[src/rtl/dot_product_ctrl.sv]
// dot_product_ctrl: sequencer for a signed int8 dot product. It drives one
// external MAC_LAT-deep multiply-accumulate pipeline (y = acc + a*b).
// Consecutive operands rotate over MAC_LAT independent partial-sum lanes, so a
// lane is reissued only once its previous result has come back. This lets the
// block issue one MAC per cycle with no bubbles.
// Ports:
//   clk, rst_n                 clock, async active-low reset
//   start, len, busy           job request / length / in-progress flag
//   elem_valid/ready/a/b       operand stream (valid/ready handshake)
//   mac_in_valid, mac_a/b/acc  issue side of the MAC pipeline
//   mac_out_valid, mac_y       return side of the MAC pipeline
//   done, result               completion pulse and final 32-bit sum
module dot_product_ctrl #(
  parameter int MAC_LAT = 3,
  parameter int LEN_W   = 9
) (
  input  logic                    clk,
  input  logic                    rst_n,
  input  logic                    start,
  input  logic [LEN_W-1:0]        len,
  output logic                    busy,
  input  logic                    elem_valid,
  output logic                    elem_ready,
  input  logic signed [7:0]       elem_a,
  input  logic signed [7:0]       elem_b,
  output logic                    mac_in_valid,
  output logic signed [7:0]       mac_a,
  output logic signed [7:0]       mac_b,
  output logic signed [31:0]      mac_acc,
  input  logic                    mac_out_valid,
  input  logic signed [31:0]      mac_y,
  output logic                    done,
  output logic signed [31:0]      result
);

  localparam int LANE_W = (MAC_LAT > 1) ? $clog2(MAC_LAT) : 1;
  localparam int CNT_W  = $clog2(MAC_LAT + 1);

  typedef enum logic [1:0] {IDLE, STREAM, DRAIN, REDUCE} state_e;

  state_e                           state_q, state_d;
  logic [LEN_W-1:0]                 rem_q, rem_d;
  logic [CNT_W-1:0]                 infl_q, infl_d;
  logic [LANE_W-1:0]                issue_lane_q, issue_lane_d;
  logic [MAC_LAT-1:0][LANE_W-1:0]   tag_q, tag_d;
  logic [MAC_LAT-1:0][31:0]         partial_q, partial_d;
  logic                             done_q, done_d;
  logic [31:0]                      result_q, result_d;

  logic              issue, ret;
  logic [LANE_W-1:0] ret_lane;
  logic [31:0]       sum;

  assign elem_ready   = (state_q == STREAM);
  assign busy         = (state_q != IDLE);
  assign issue        = elem_valid && elem_ready;
  assign mac_in_valid = issue;
  assign mac_a        = elem_a;
  assign mac_b        = elem_b;
  // The oldest tag leaving the shift register names the lane of the returning result.
  assign ret_lane     = tag_q[MAC_LAT-1];
  // A result with nothing in flight is spurious and is dropped.
  assign ret          = mac_out_valid && (infl_q != '0);
  // If a lane's result returns in the same cycle the lane is reissued, the
  // stored partial is stale. Forward the returning value instead.
  assign mac_acc      = (mac_out_valid && ret_lane == issue_lane_q) ? mac_y
                                                                    : partial_q[issue_lane_q];
  assign done         = done_q;
  assign result       = result_q;

  always_comb begin
    sum = '0;
    for (int i = 0; i < MAC_LAT; i++) sum = sum + partial_q[i];
  end

  always_comb begin
    state_d      = state_q;
    rem_d        = rem_q;
    issue_lane_d = issue_lane_q;
    partial_d    = partial_q;
    done_d       = 1'b0;
    result_d     = result_q;
    infl_d       = infl_q + CNT_W'(issue) - CNT_W'(ret);

    // Tag pipe advances every cycle. Only tags pushed alongside an issue are
    // ever consumed, because returns are gated by the in-flight count.
    tag_d[0] = issue_lane_q;
    for (int i = 1; i < MAC_LAT; i++) tag_d[i] = tag_q[i-1];

    if (ret) partial_d[ret_lane] = mac_y;

    case (state_q)
      IDLE: begin
        if (start) begin
          rem_d        = len;
          partial_d    = '0;
          issue_lane_d = '0;
          infl_d       = '0;
          state_d      = (len != '0) ? STREAM : REDUCE;
        end
      end
      STREAM: begin
        if (issue) begin
          rem_d        = rem_q - LEN_W'(1);
          issue_lane_d = (issue_lane_q == LANE_W'(MAC_LAT-1)) ? '0
                                                             : issue_lane_q + LANE_W'(1);
          if (rem_q == LEN_W'(1)) state_d = DRAIN;
        end
      end
      DRAIN: begin
        if (infl_d == '0) state_d = REDUCE;
      end
      REDUCE: begin
        result_d = sum;
        done_d   = 1'b1;
        state_d  = IDLE;
      end
      default: state_d = IDLE;
    endcase
  end

  always_ff @(posedge clk or negedge rst_n) begin
    if (!rst_n) begin
      state_q      <= IDLE;
      rem_q        <= '0;
      infl_q       <= '0;
      issue_lane_q <= '0;
      tag_q        <= '0;
      partial_q    <= '0;
      done_q       <= 1'b0;
      result_q     <= '0;
    end else begin
      state_q      <= state_d;
      rem_q        <= rem_d;
      infl_q       <= infl_d;
      issue_lane_q <= issue_lane_d;
      tag_q        <= tag_d;
      partial_q    <= partial_d;
      done_q       <= done_d;
      result_q     <= result_d;
    end
  end

endmodule

[config.mk]
export PLATFORM = sky130hd
export DESIGN_NAME = dot_product_ctrl
export DESIGN_NICKNAME = d
export VERILOG_FILES = /design/src/rtl/dot_product_ctrl.sv
export SDC_FILE = /design/constraint.sdc
export NUM_CORES = 1
export LEC_CHECK = 0
export ABC_CLOCK_PERIOD_IN_PS = 6900
export CORE_UTILIZATION = 60
export CTS_CLUSTER_SIZE = 8
export DETAILED_ROUTE_END_ITERATION = 8
export MAX_ROUTING_LAYER = met4
export PLACE_DENSITY = 0.85
export SLEW_MARGIN = 5
export SYNTH_ARGS = -nofsm -noshare
export SYNTH_HDL_FRONTEND = slang
export SYNTH_SLANG_ARGS = --single-unit
[constraint.sdc]
create_clock -name clk -period 6.9 [get_ports clk]
set_input_delay 1.38 -clock clk [delete_from_list [all_inputs] [get_ports clk]]
set_output_delay 1.38 -clock clk [all_outputs]
set_load 0.02 [all_outputs]
# ---- Yosys cells after proc, flatten, opt, wreduce, memory -nomap -nowiden
# Index checks and enable logic that the tools add are counted.
dict set report op_classes {
  n_addsub 6
  order_cmp 3
  eq_ne 10
  mux 25
  n_reduce_logical 12
}
# operator n
set op_table {}
lappend op_table {{2-to-1 mux 96 bit} 3}
lappend op_table {{bitwise mux 96 bit} 1}
lappend op_table {{2-to-1 mux 32 bit} 3}
lappend op_table {{adder 32 bit} 2}
lappend op_table {{binary-select mux 32 bit (select 2 bit)} 1}
lappend op_table {{demux 32 bit (select 2 bit)} 1}
lappend op_table {{2-to-1 mux 2 bit} 10}
lappend op_table {{2-to-1 mux 9 bit} 2}
lappend op_table {{case mux 9 bit (2 select lines)} 1}
lappend op_table {{== test 9 x 1 -> 1 bit, second input constant} 1}
lappend op_table {{nonzero test 9 bit} 1}
lappend op_table {{subtractor 9 x 1 -> 9 bit, second input constant} 1}
lappend op_table {{case mux 2 bit (4 select lines)} 1}
lappend op_table {{== test 2 bit, second input constant} 3}
lappend op_table {{< comparator 2 x 3 -> 1 bit, second input constant} 2}
lappend op_table {{nonzero test 2 bit} 3}
lappend op_table {{logical AND 1 bit} 4}
lappend op_table {{zero test 2 bit} 2}
lappend op_table {{inequality test 2 x 1 -> 1 bit, second input constant} 2}
lappend op_table {{inequality test 2 bit, second input constant} 2}
lappend op_table {{case mux 2 bit (2 select lines)} 1}
lappend op_table {{AND reduction 4 bit} 1}
lappend op_table {{AND reduction 3 bit} 1}
lappend op_table {{adder 2 x 1 -> 2 bit} 1}
lappend op_table {{other kinds (6)} 6}
dict set report word_totals {
  reg_bits 150
}

# ---- Longest topological paths before layout
# Gate-level depths: netlist (run 1).
dict set report logic_depth {
  depth_word 8
  depth_mapped 12
  mapped_depth_nobuf 12
}

# ---- Least setup slack after synthesis (run 1)
# OpenSTA, ideal clock, no wires.
dict set report synth_timing {
  path_kind {input port to output port}
  start {input mac_out_valid}
  end {output mac_acc[10]}
  arrival_time_ns 2.283
  slack_ns 3.237
  cell_stages 4
  path_buffers 1
  path_cell_list {nand3_1 clkbuf_1 nor2_1 a21oi_1}
}
dict set report synth_between {
  elab_chain_cells 2
}
# element line
set synth_lines {}
lappend synth_lines {{start, declared} 30} ;# input logic mac_out_valid,
lappend synth_lines {{logical AND 1 bit} 66} ;# assign mac_acc = (mac_out_valid && ret_lane == issue_lane_q) ? mac_y
lappend synth_lines {{2-to-1 mux 32 bit} 66}
lappend synth_lines {{end, declared} 29} ;# output logic signed [31:0] mac_acc,
# Every way passes these cells.

# ---- Worst setup path after layout (run 1)
dict set report layout_timing {
  start {register issue_lane_q[1]}
  end {output mac_acc[9]}
}
dict set report layout_between {
  elab_chain_cells 3
  word_cells_on_any_way 5
  cone_classes {1 x eq/ne; 3 x mux; 1 x reduce/logical}
}
# element line
set layout_lines {}
lappend layout_lines {{start, declared} 44} ;# logic [LANE_W-1:0] issue_lane_q, issue_lane_d;
lappend layout_lines {{start signal, assigned} 136} ;# issue_lane_q <= issue_lane_d;
lappend layout_lines {{binary-select mux 32 bit (select 2 bit) / == test 2 bit (equally long branches)} {67, 66}}
lappend layout_lines {{2-to-1 mux 32 bit (implied by the code) / logical AND 1 bit (equally long branches)} {67, 66}}
lappend layout_lines {{2-to-1 mux 32 bit (*)} 66}
# Every way passes the cells marked *; elsewhere a longest branch is shown, timed or not. The select of a mux whose other input is x is not followed.

==> results of run 1 <==
## worst max-delay path, cell delays in order, from the launching register on
cell and delay, ns:
sky130_fd_sc_hd__dfrtp_1 0.90, sky130_fd_sc_hd__buf_4 0.39, sky130_fd_sc_hd__xnor2_1 0.16, sky130_fd_sc_hd__nand3_2 0.49, sky130_fd_sc_hd__buf_4 0.47, sky130_fd_sc_hd__a21oi_1 0.22
sky130_fd_sc_hd__clkdlybuf4s50_1 0.67
## cell usage in the layout (no fill, tap or decap), types with 5 or more instances in the layout
cell                              netlist  routed
sky130_fd_sc_hd__o21ai_0               29      29
sky130_fd_sc_hd__mux2_2                17      17
sky130_fd_sc_hd__o22ai_1                7       7
sky130_fd_sc_hd__nand4_1                8       8
sky130_fd_sc_hd__nor2_1                94      93
sky130_fd_sc_hd__dfrtp_1              150     149
sky130_fd_sc_hd__xor2_1                 9       9
sky130_fd_sc_hd__mux2i_1               34      34
sky130_fd_sc_hd__and2_1                 8       7
sky130_fd_sc_hd__o21bai_1               5       5
sky130_fd_sc_hd__a21oi_1              205     205
sky130_fd_sc_hd__nor3_1                10       9
sky130_fd_sc_hd__a21o_1                18      18
sky130_fd_sc_hd__nand3_1               13      12
sky130_fd_sc_hd__a211oi_1               7       7
sky130_fd_sc_hd__fa_1                  32      32
sky130_fd_sc_hd__inv_1                 23      23
sky130_fd_sc_hd__xnor2_1               19      19
sky130_fd_sc_hd__nand2_1              226     226
sky130_fd_sc_hd__clkdlybuf4s50_1        0     112
sky130_fd_sc_hd__buf_4                 17      12
sky130_fd_sc_hd__ha_1                  39      38
sky130_fd_sc_hd__clkbuf_16              0      17
## registers in the layout (all words and copies together), names as in the netlist, 2 cells and up
name,flops
infl_q,2
issue_lane_q,2
partial_q,96
rem_q,9
result,32
ret_lane,2
state_q,2
tag_d,4
## worst min-delay path by stage
stage	from	to	slack (ns)
global placement	tag_d[3]$_DFF_PN0_	tag_d[5]$_DFF_PN0_	0.33
CTS	tag_d[2]$_DFF_PN0_	tag_d[4]$_DFF_PN0_	0.35
finish	tag_d[2]$_DFF_PN0_	tag_d[4]$_DFF_PN0_	0.35
detailed placement	tag_d[2]$_DFF_PN0_	tag_d[4]$_DFF_PN0_	0.34
global route	tag_d[2]$_DFF_PN0_	tag_d[4]$_DFF_PN0_	0.36
floorplan	tag_d[4]$_DFF_PN0_	ret_lane[0]$_DFF_PN0_	0.33
## power breakdown
group	leakage [nW]	internal, mW	switching, mW	total (mW)
registers	1.95	1.30	0.388	1.69
logic	2.84	1.80	2.53	4.33
clock network	0.267	0.509	0.383	0.892
total	5.06	3.61	3.30	6.92
## cell families after synthesis
logic type / count (synthesis)
fa+ha+maj: 71
xor+xnor: 28
flops: 150
mux: 51
simple gates: 387
buf+inv: 110
compound gates: 313
## through the flow
step,hold slack (ns),power (mW),util
2_1_floorplan,0.331,4.58,-
3_3_place_gp,0.332,5.80,0.696
3_5_place_dp,0.336,5.94,0.696
4_1_cts,0.350,6.89,0.733
5_1_grt,0.358,7.43,0.733
6_report,0.348,6.92,0.733
## area by class of cell
cell class                 instances  share of cell area
tap                              211              0.0233
timing repair buffer             125               0.108
clock inverter                    13              0.0108
sequential                       150               0.332
clock buffer                      19              0.0392
inverter                          26             0.00863
multi-input combinational        850               0.478
## per-layer routing
metal | share of wire | GRT usage | up-vias | wire length [um]
li1 | - | - | 3913 | -
met1 | 0.42 | 0.429 | 4099 | 10400
met2 | 0.49 | 0.530 | 367 | 12400
met3 | 0.072 | 0.0545 | 35 | 1800
met4 | 0.018 | 0.100 | 0 | 440
met5 | 0 | - | - | 0
==> metrics.json, run 1 <==
{
  "run_status": {
    "run_status": "complete, no violations"
  },
  "routing": {
    "detail_route.first_pass.iterations": 6,
    "via_per_inst": 6.04,
    "route.antenna.remaining_nets": 0,
    "vias": 8414,
    "drt-initial-drc-count": 834,
    "wirelength_mm": 25.1,
    "route.detailed.drc": 0,
    "wl_per_cell_um": 18.0
  },
  "synthesis": {
    "yosysWarnings": 0,
    "yosys-mux-area-fraction": 0.0553,
    "share_of_flip_flops_with_an_asynchronous_set_or_reset_after_synthesis": 1.00,
    "synthesis.instances": 1110,
    "synth_most_common_cell": "sky130_fd_sc_hd__nand2_1",
    "netlist_top_cells_area": "sky130_fd_sc_hd__dfrtp_1 (39%), sky130_fd_sc_hd__a21oi_1 (11%), sky130_fd_sc_hd__nand2_1 (8.8%), sky130_fd_sc_hd__fa_1 (6.7%), sky130_fd_sc_hd__ha_1 (5.1%)",
    "synth_xor_area_frac": 0.0255,
    "synth_simple_gate_area_frac": 0.170,
    "largest_family_of_logic_cells_by_synthesized_area": "compound AO/OA/AOI/OAI gates",
    "synth_compound_area_frac": 0.191,
    "largest_area_contributor_in_the_netlist": "sky130_fd_sc_hd__dfrtp_1",
    "synth_edf_count": 0,
    "post_synth_num_cell_types": 71,
    "sequential_share_of_the_synthesized_area": 0.390,
    "synth_commonest_cells": "sky130_fd_sc_hd__nand2_1 (226), sky130_fd_sc_hd__a21oi_1 (205), sky130_fd_sc_hd__dfrtp_1 (150)",
    "avgSynthCellArea_um2": 8.66,
    "synth_largest_type_area_fraction": 0.390,
    "synth-adder-area-share": 0.117,
    "synth.net_count": 1243,
    "synth.cell_area_um2": 9620,
    "synth_flop_cell": "sky130_fd_sc_hd__dfrtp_1",
    "ys_seq_elements": 150
  },
  "die": {
    "pin_count": 146,
    "die_height_um": 129,
    "core_region_area_um2": 15400,
    "die_area_um2": 16500,
    "initial_util": 0.623,
    "fp-row-count": 45,
    "floorplan.die.width_um": 129
  },
  "cts": {
    "clk_pin_slew_worst_paths_ns": 0.06,
    "worstSkewPairLatency_ns": 0.43,
    "tritoncts": "built",
    "cts.repair_timing.setup_buffer_count": 0,
    "cts-resized-gates": 0,
    "hold_buffers": 0,
    "clock_tree.root_cell": "sky130_fd_sc_hd__clkbuf_16",
    "clock_sink_count": 150,
    "max-clock-path-buffers": 2,
    "cts-buffers-inserted": 17,
    "cts.htree.levels": 4
  },
  "timing": {
    "setup-tns-final_ns": 0,
    "drv_slew": 0,
    "timing.final.hold_violations": 0,
    "worstMarginPinSlew_ns": 1.02,
    "rsz_0062_raised_after_global_routing": "false",
    "setup_viol": 0,
    "worst_path_setup_slack_after_routing_ns": 1.78,
    "finalWorstPathRequiredPeriod_ns": 5.12,
    "headroom_to_the_max_slew_limit": 0.321,
    "clock.fmax_mhz": 195,
    "post-route-period-util": 0.743,
    "clock-skew-final_ns": 0.00890
  },
  "worst_setup_path": {
    "worstPathMaxFanout": 36,
    "critPathLaunchType": "flip-flop",
    "ff2ff_path_depth": 10,
    "worstPathRequired_ns": 5.52,
    "crit_arrival_ns": 3.74,
    "worstReg2RegStart": "partial_q[1]$_DFF_PN0_",
    "setup.worst_path.class": "flip-flop to primary output",
    "worstSetupEndpointType": "primary output",
    "timing.rr.end": "result[25]$_DFFE_PN0P_",
    "worst-r2r-setup-slack_ns": 3.48,
    "worstSetupEndpoint": "mac_acc[9]",
    "worst_setup_path_startpoint": "issue_lane_q[1]$_DFFE_PN0P_"
  },
  "job": {
    "drv_cap": 0
  },
  "final_layout": {
    "fin_area_um2": 11300,
    "area_of_the_multi_input_gates_um2": 5410,
    "stdcell_count": 1394,
    "num-fill-cells": 1182,
    "layout-drive-gt1-share": 0.0744,
    "area_delta_synth_final_pct": 17.6,
    "final_nets": 1303,
    "sequential_standard_cell_area_um2": 3750,
    "antenna-diode-count": 0
  },
  "grt": {
    "pin_count_of_the_biggest_net_entering_global_routing": 89,
    "grtUsageTotal": 0.329,
    "grt_pass1_vias": 8186,
    "number_of_antenna_violations_at_the_first_check_in_global_routing": 0,
    "grt_pass1_wl_mm": 41.0,
    "grt_overflow_total": 0
  },
  "placed_design": {
    "dp_slack_ns": 1.82,
    "placedCellCount": 1362,
    "port-buffer-count": 113,
    "place.detailed.hpwl_mm": 16.7,
    "placement.cell_area_um2": 10700,
    "finalWeightedCongestion": 0.886
  },
  "hold_path": {
    "worstHoldPathType": "flip-flop to flip-flop",
    "min_delay_path_depth": 0
  },
  "power": {
    "p_leak_nw": 5.06,
    "power_per_cell_area_nw_per_um2": 611,
    "ir_drop_uv": 339
  }
}
No activity file was read; power rests on OpenSTA's default activity.
==> run 2, diff against run 1 <==
- ABC_CLOCK_PERIOD_IN_PS: 6900 -> 4900
- CORE_UTILIZATION: 60 -> 55
- PLACE_DENSITY: 0.85 -> 0.79
- clock period: 6.9 -> 4.9 ns (I/O delays scaled with it)
==> metrics.json, run 2 (synthesis gave the netlist of run 1 again) <==
{
  "run_status": {
    "run_status": "complete, no violations"
  },
  "timing": {
    "drv_slew": {"value": 0, "change": "unchanged"},
    "setup-tns-final": {"value": 0, "unit": "ns", "change": "unchanged"},
    "rsz_0062_raised_after_global_routing": "false",
    "post-route-period-util": 0.872,
    "finalWorstPathRequiredPeriod_ns": 4.27,
    "worstMarginPinSlew": {"value": 0.932, "unit": "ns", "change": "-0.0864 ns"},
    "headroom_to_the_max_slew_limit": {"value": 0.376, "change": "+0.0542"},
    "worst_path_setup_slack_after_routing": {"value": 0.626, "unit": "ns", "change": "-1.15 ns"},
    "timing.final.hold_violations": {"value": 0, "change": "unchanged"},
    "setup_viol": {"value": 0, "change": "unchanged"},
    "clock.fmax_mhz": 234,
    "clock-skew-final": {"value": 0.0105, "unit": "ns", "change": "+0.00165 ns"}
  },
  "final_layout": {
    "largest_reg_flops": {"value": 96, "change": "unchanged"},
    "num-fill-cells": {"value": 1402, "change": "+19%"},
    "area_delta_synth_final_pct": 18.1,
    "layout-drive-gt1-share": {"value": 0.0774, "change": "+0.00305"},
    "largest-register": "partial_q",
    "antenna-diode-count": {"value": 0, "change": "unchanged"},
    "final_nets": {"value": 1309, "change": "+0.46%"},
    "most-common-layout-cells": "sky130_fd_sc_hd__nand2_1 (226), sky130_fd_sc_hd__a21oi_1 (205), sky130_fd_sc_hd__dfrtp_1 (149)",
    "mostFrequentLayoutCell": "sky130_fd_sc_hd__nand2_1"
  },
  "grt": {
    "pin_count_of_the_biggest_net_entering_global_routing": {"value": 67, "change": "-25%"},
    "grt_overflow_total": {"value": 0, "change": "unchanged"},
    "grt_busiest_layer": "met2",
    "grtUsageTotal": {"value": 0.296, "change": "-0.0336"},
    "gr-usage-met2": {"value": 0.458, "change": "-0.0718"},
    "number_of_antenna_violations_at_the_first_check_in_global_routing": {"value": 0, "change": "unchanged"},
    "grt_use_met3": {"value": 0.0510, "change": "-0.00345"},
    "grt_use_met1": {"value": 0.386, "change": "-0.0432"},
    "grt_pass1_wl": {"value": 40.4, "unit": "mm", "change": "-1.3%"},
    "grt_pass1_vias": {"value": 8210, "change": "+0.29%"}
  },
  "placed_design": {
    "port-buffer-count": {"value": 113, "change": "unchanged"},
    "dp_slack": {"value": 0.648, "unit": "ns", "change": "-1.17 ns"},
    "place.detailed.hpwl": {"value": 17.2, "unit": "mm", "change": "+2.5%"},
    "finalWeightedCongestion": {"value": 0.967, "change": "+9.1%"}
  },
  "cts": {
    "clk_pin_slew_worst_paths": {"value": 0.06, "unit": "ns", "change": "about the same"},
    "tritoncts": "built",
    "cts-buffers-inserted": {"value": 17, "change": "unchanged"},
    "cts.htree.levels": {"value": 4, "change": "unchanged"},
    "cts-resized-gates": {"value": 0, "change": "unchanged"},
    "cts.repair_timing.setup_buffer_count": {"value": 0, "change": "unchanged"},
    "worstSkewPairLatency": {"value": 0.43, "unit": "ns", "change": "about the same"},
    "hold_buffers": {"value": 0, "change": "unchanged"},
    "clock_sink_count": {"value": 150, "change": "unchanged"},
    "clock_tree.root_cell": "sky130_fd_sc_hd__clkbuf_16",
    "max-clock-path-buffers": {"value": 2, "change": "unchanged"}
  },
  "routing": {
    "drt-initial-drc-count": {"value": 635, "change": "-24%"},
    "route.detailed.drc": {"value": 0, "change": "unchanged"},
    "vias": {"value": 8310, "change": "-1.2%"},
    "route.antenna.remaining_nets": {"value": 0, "change": "unchanged"},
    "via_per_inst": {"value": 5.90, "change": "-2.2%"},
    "wirelength": {"value": 24.7, "unit": "mm", "change": "-1.6%"},
    "wl_per_cell": {"value": 17.5, "unit": "um", "change": "-2.6%"},
    "detail_route.first_pass.iterations": {"value": 5, "change": "-1"}
  },
  "hold_path": {
    "worstHoldPathType": "flip-flop to flip-flop",
    "worst_hold_startpoint": "tag_d[5]$_DFF_PN0_"
  },
  "job": {
    "drv_cap": {"value": 0, "change": "unchanged"}
  },
  "die": {
    "floorplan.die.width": {"value": 134, "unit": "um", "change": "+4.4%"},
    "fp-row-count": {"value": 47, "change": "+4.4%"},
    "pin_count": {"value": 146, "change": "unchanged"},
    "die_height": {"value": 134, "unit": "um", "change": "+4.4%"},
    "core_region_area": {"value": 16800, "unit": "um2", "change": "+9.0%"},
    "initial_util": {"value": 0.572, "change": "-0.0516"},
    "die_area": {"value": 18000, "unit": "um2", "change": "+8.9%"}
  },
  "worst_setup_path": {
    "worstReg2RegStart": "partial_q[1]$_DFF_PN0_",
    "worstPathMaxFanout": {"value": 36, "change": "unchanged"},
    "setup.worst_path.class": "input port to primary output",
    "critPathLaunchType": "input port",
    "crit_arrival": {"value": 3.29, "unit": "ns", "change": "-0.45 ns"},
    "worst_setup_path_startpoint": "mac_out_valid",
    "worstPathRequired": {"value": 3.92, "unit": "ns", "change": "-1.60 ns"},
    "worstSetupEndpointType": "primary output"
  },
  "power": {
    "p_leak": {"value": 5.09, "unit": "nW", "change": "+0.70%"},
    "power_per_cell_area": {"value": 852, "unit": "nW/um2", "change": "+39%"},
    "ir_drop": {"value": 456, "unit": "uV", "change": "+34%"}
  }
}
run 2: changes by cell type in the layout (fill, tap and decap cells not counted):
cell	before	now
sky130_fd_sc_hd__buf_12	0	1
sky130_fd_sc_hd__buf_4	12	17
sky130_fd_sc_hd__clkbuf_1	1	2
sky130_fd_sc_hd__clkbuf_8	1	3
sky130_fd_sc_hd__clkinv_2	2	5
sky130_fd_sc_hd__clkinv_4	2	0
sky130_fd_sc_hd__clkinvlp_4	4	3
sky130_fd_sc_hd__inv_6	4	0
sky130_fd_sc_hd__nor2_2	0	1
sky130_fd_sc_hd__nor2_4	1	0
run 2: path summary, 6_finish.rpt:
| path | endpoint | slack (ns) | cells after the start |
|---|---|---|---|
| min in group asynchronous | rem_q[4]$_DFFE_PN0P_ | 0.53 | 1 |
| max | mac_acc[5] | 0.63 | 5 |
| min reg2reg | ret_lane[1]$_DFF_PN0_ | 0.35 | 0 |
| max in group asynchronous | partial_q[65]$_DFF_PN0_ | 3.35 | 2 |
| max reg2reg | result[25]$_DFFE_PN0P_ | 1.54 | 10 |
| min | ret_lane[1]$_DFF_PN0_ | 0.35 | 0 |
run 2: area by class of cell:
type,instances,area [um2],share of cell area
Inverter,26,97.6,0.00859
Timing Repair Buffer,131,1280,0.113
Clock inverter,9,77.6,0.00683
Tap cell,220,275,0.0242
Clock buffer,22,474,0.0417
Sequential cell,150,3750,0.331
Multi-Input combinational cell,850,5400,0.475
run 2: critical path, stage by stage:
cell and delay (ns):
sky130_fd_sc_hd__clkdlybuf4s50_1 0.50, sky130_fd_sc_hd__nand3_2 0.49, sky130_fd_sc_hd__buf_4 0.48, sky130_fd_sc_hd__a21oi_1 0.19
sky130_fd_sc_hd__clkdlybuf4s50_1 0.65
run 2: routing by layer:
metal  vias to the layer above  wire (um)  part of all wire
li1                       3930          -                 -
met1                      4007      10800              0.44
met2                       326      11500              0.47
met3                        47       1670             0.068
met4                         0        671             0.027
met5                         -          0                 0
run 2: power by group:
group	switching, mW	internal [mW]
clock network	0.509	0.730
registers	0.544	1.83
logic	3.51	2.55
total	4.56	5.12
run 2: metrics by stage:
step / std cells / hold slack, ns / util / total power, mW / cell area (um2)
finish: 1408 / 0.354 / 0.675 / 9.68 / 11400
global route: 1408 / 0.360 / 0.675 / 10.4 / 11400
CTS: 1408 / 0.356 / 0.675 / 9.67 / 11400
detailed placement: 1377 / 0.339 / 0.643 / 8.39 / 10800
global placement: 1377 / 0.331 / 0.643 / 8.22 / 10800
floorplan: 1110 / 0.331 / - / 6.46 / 9620
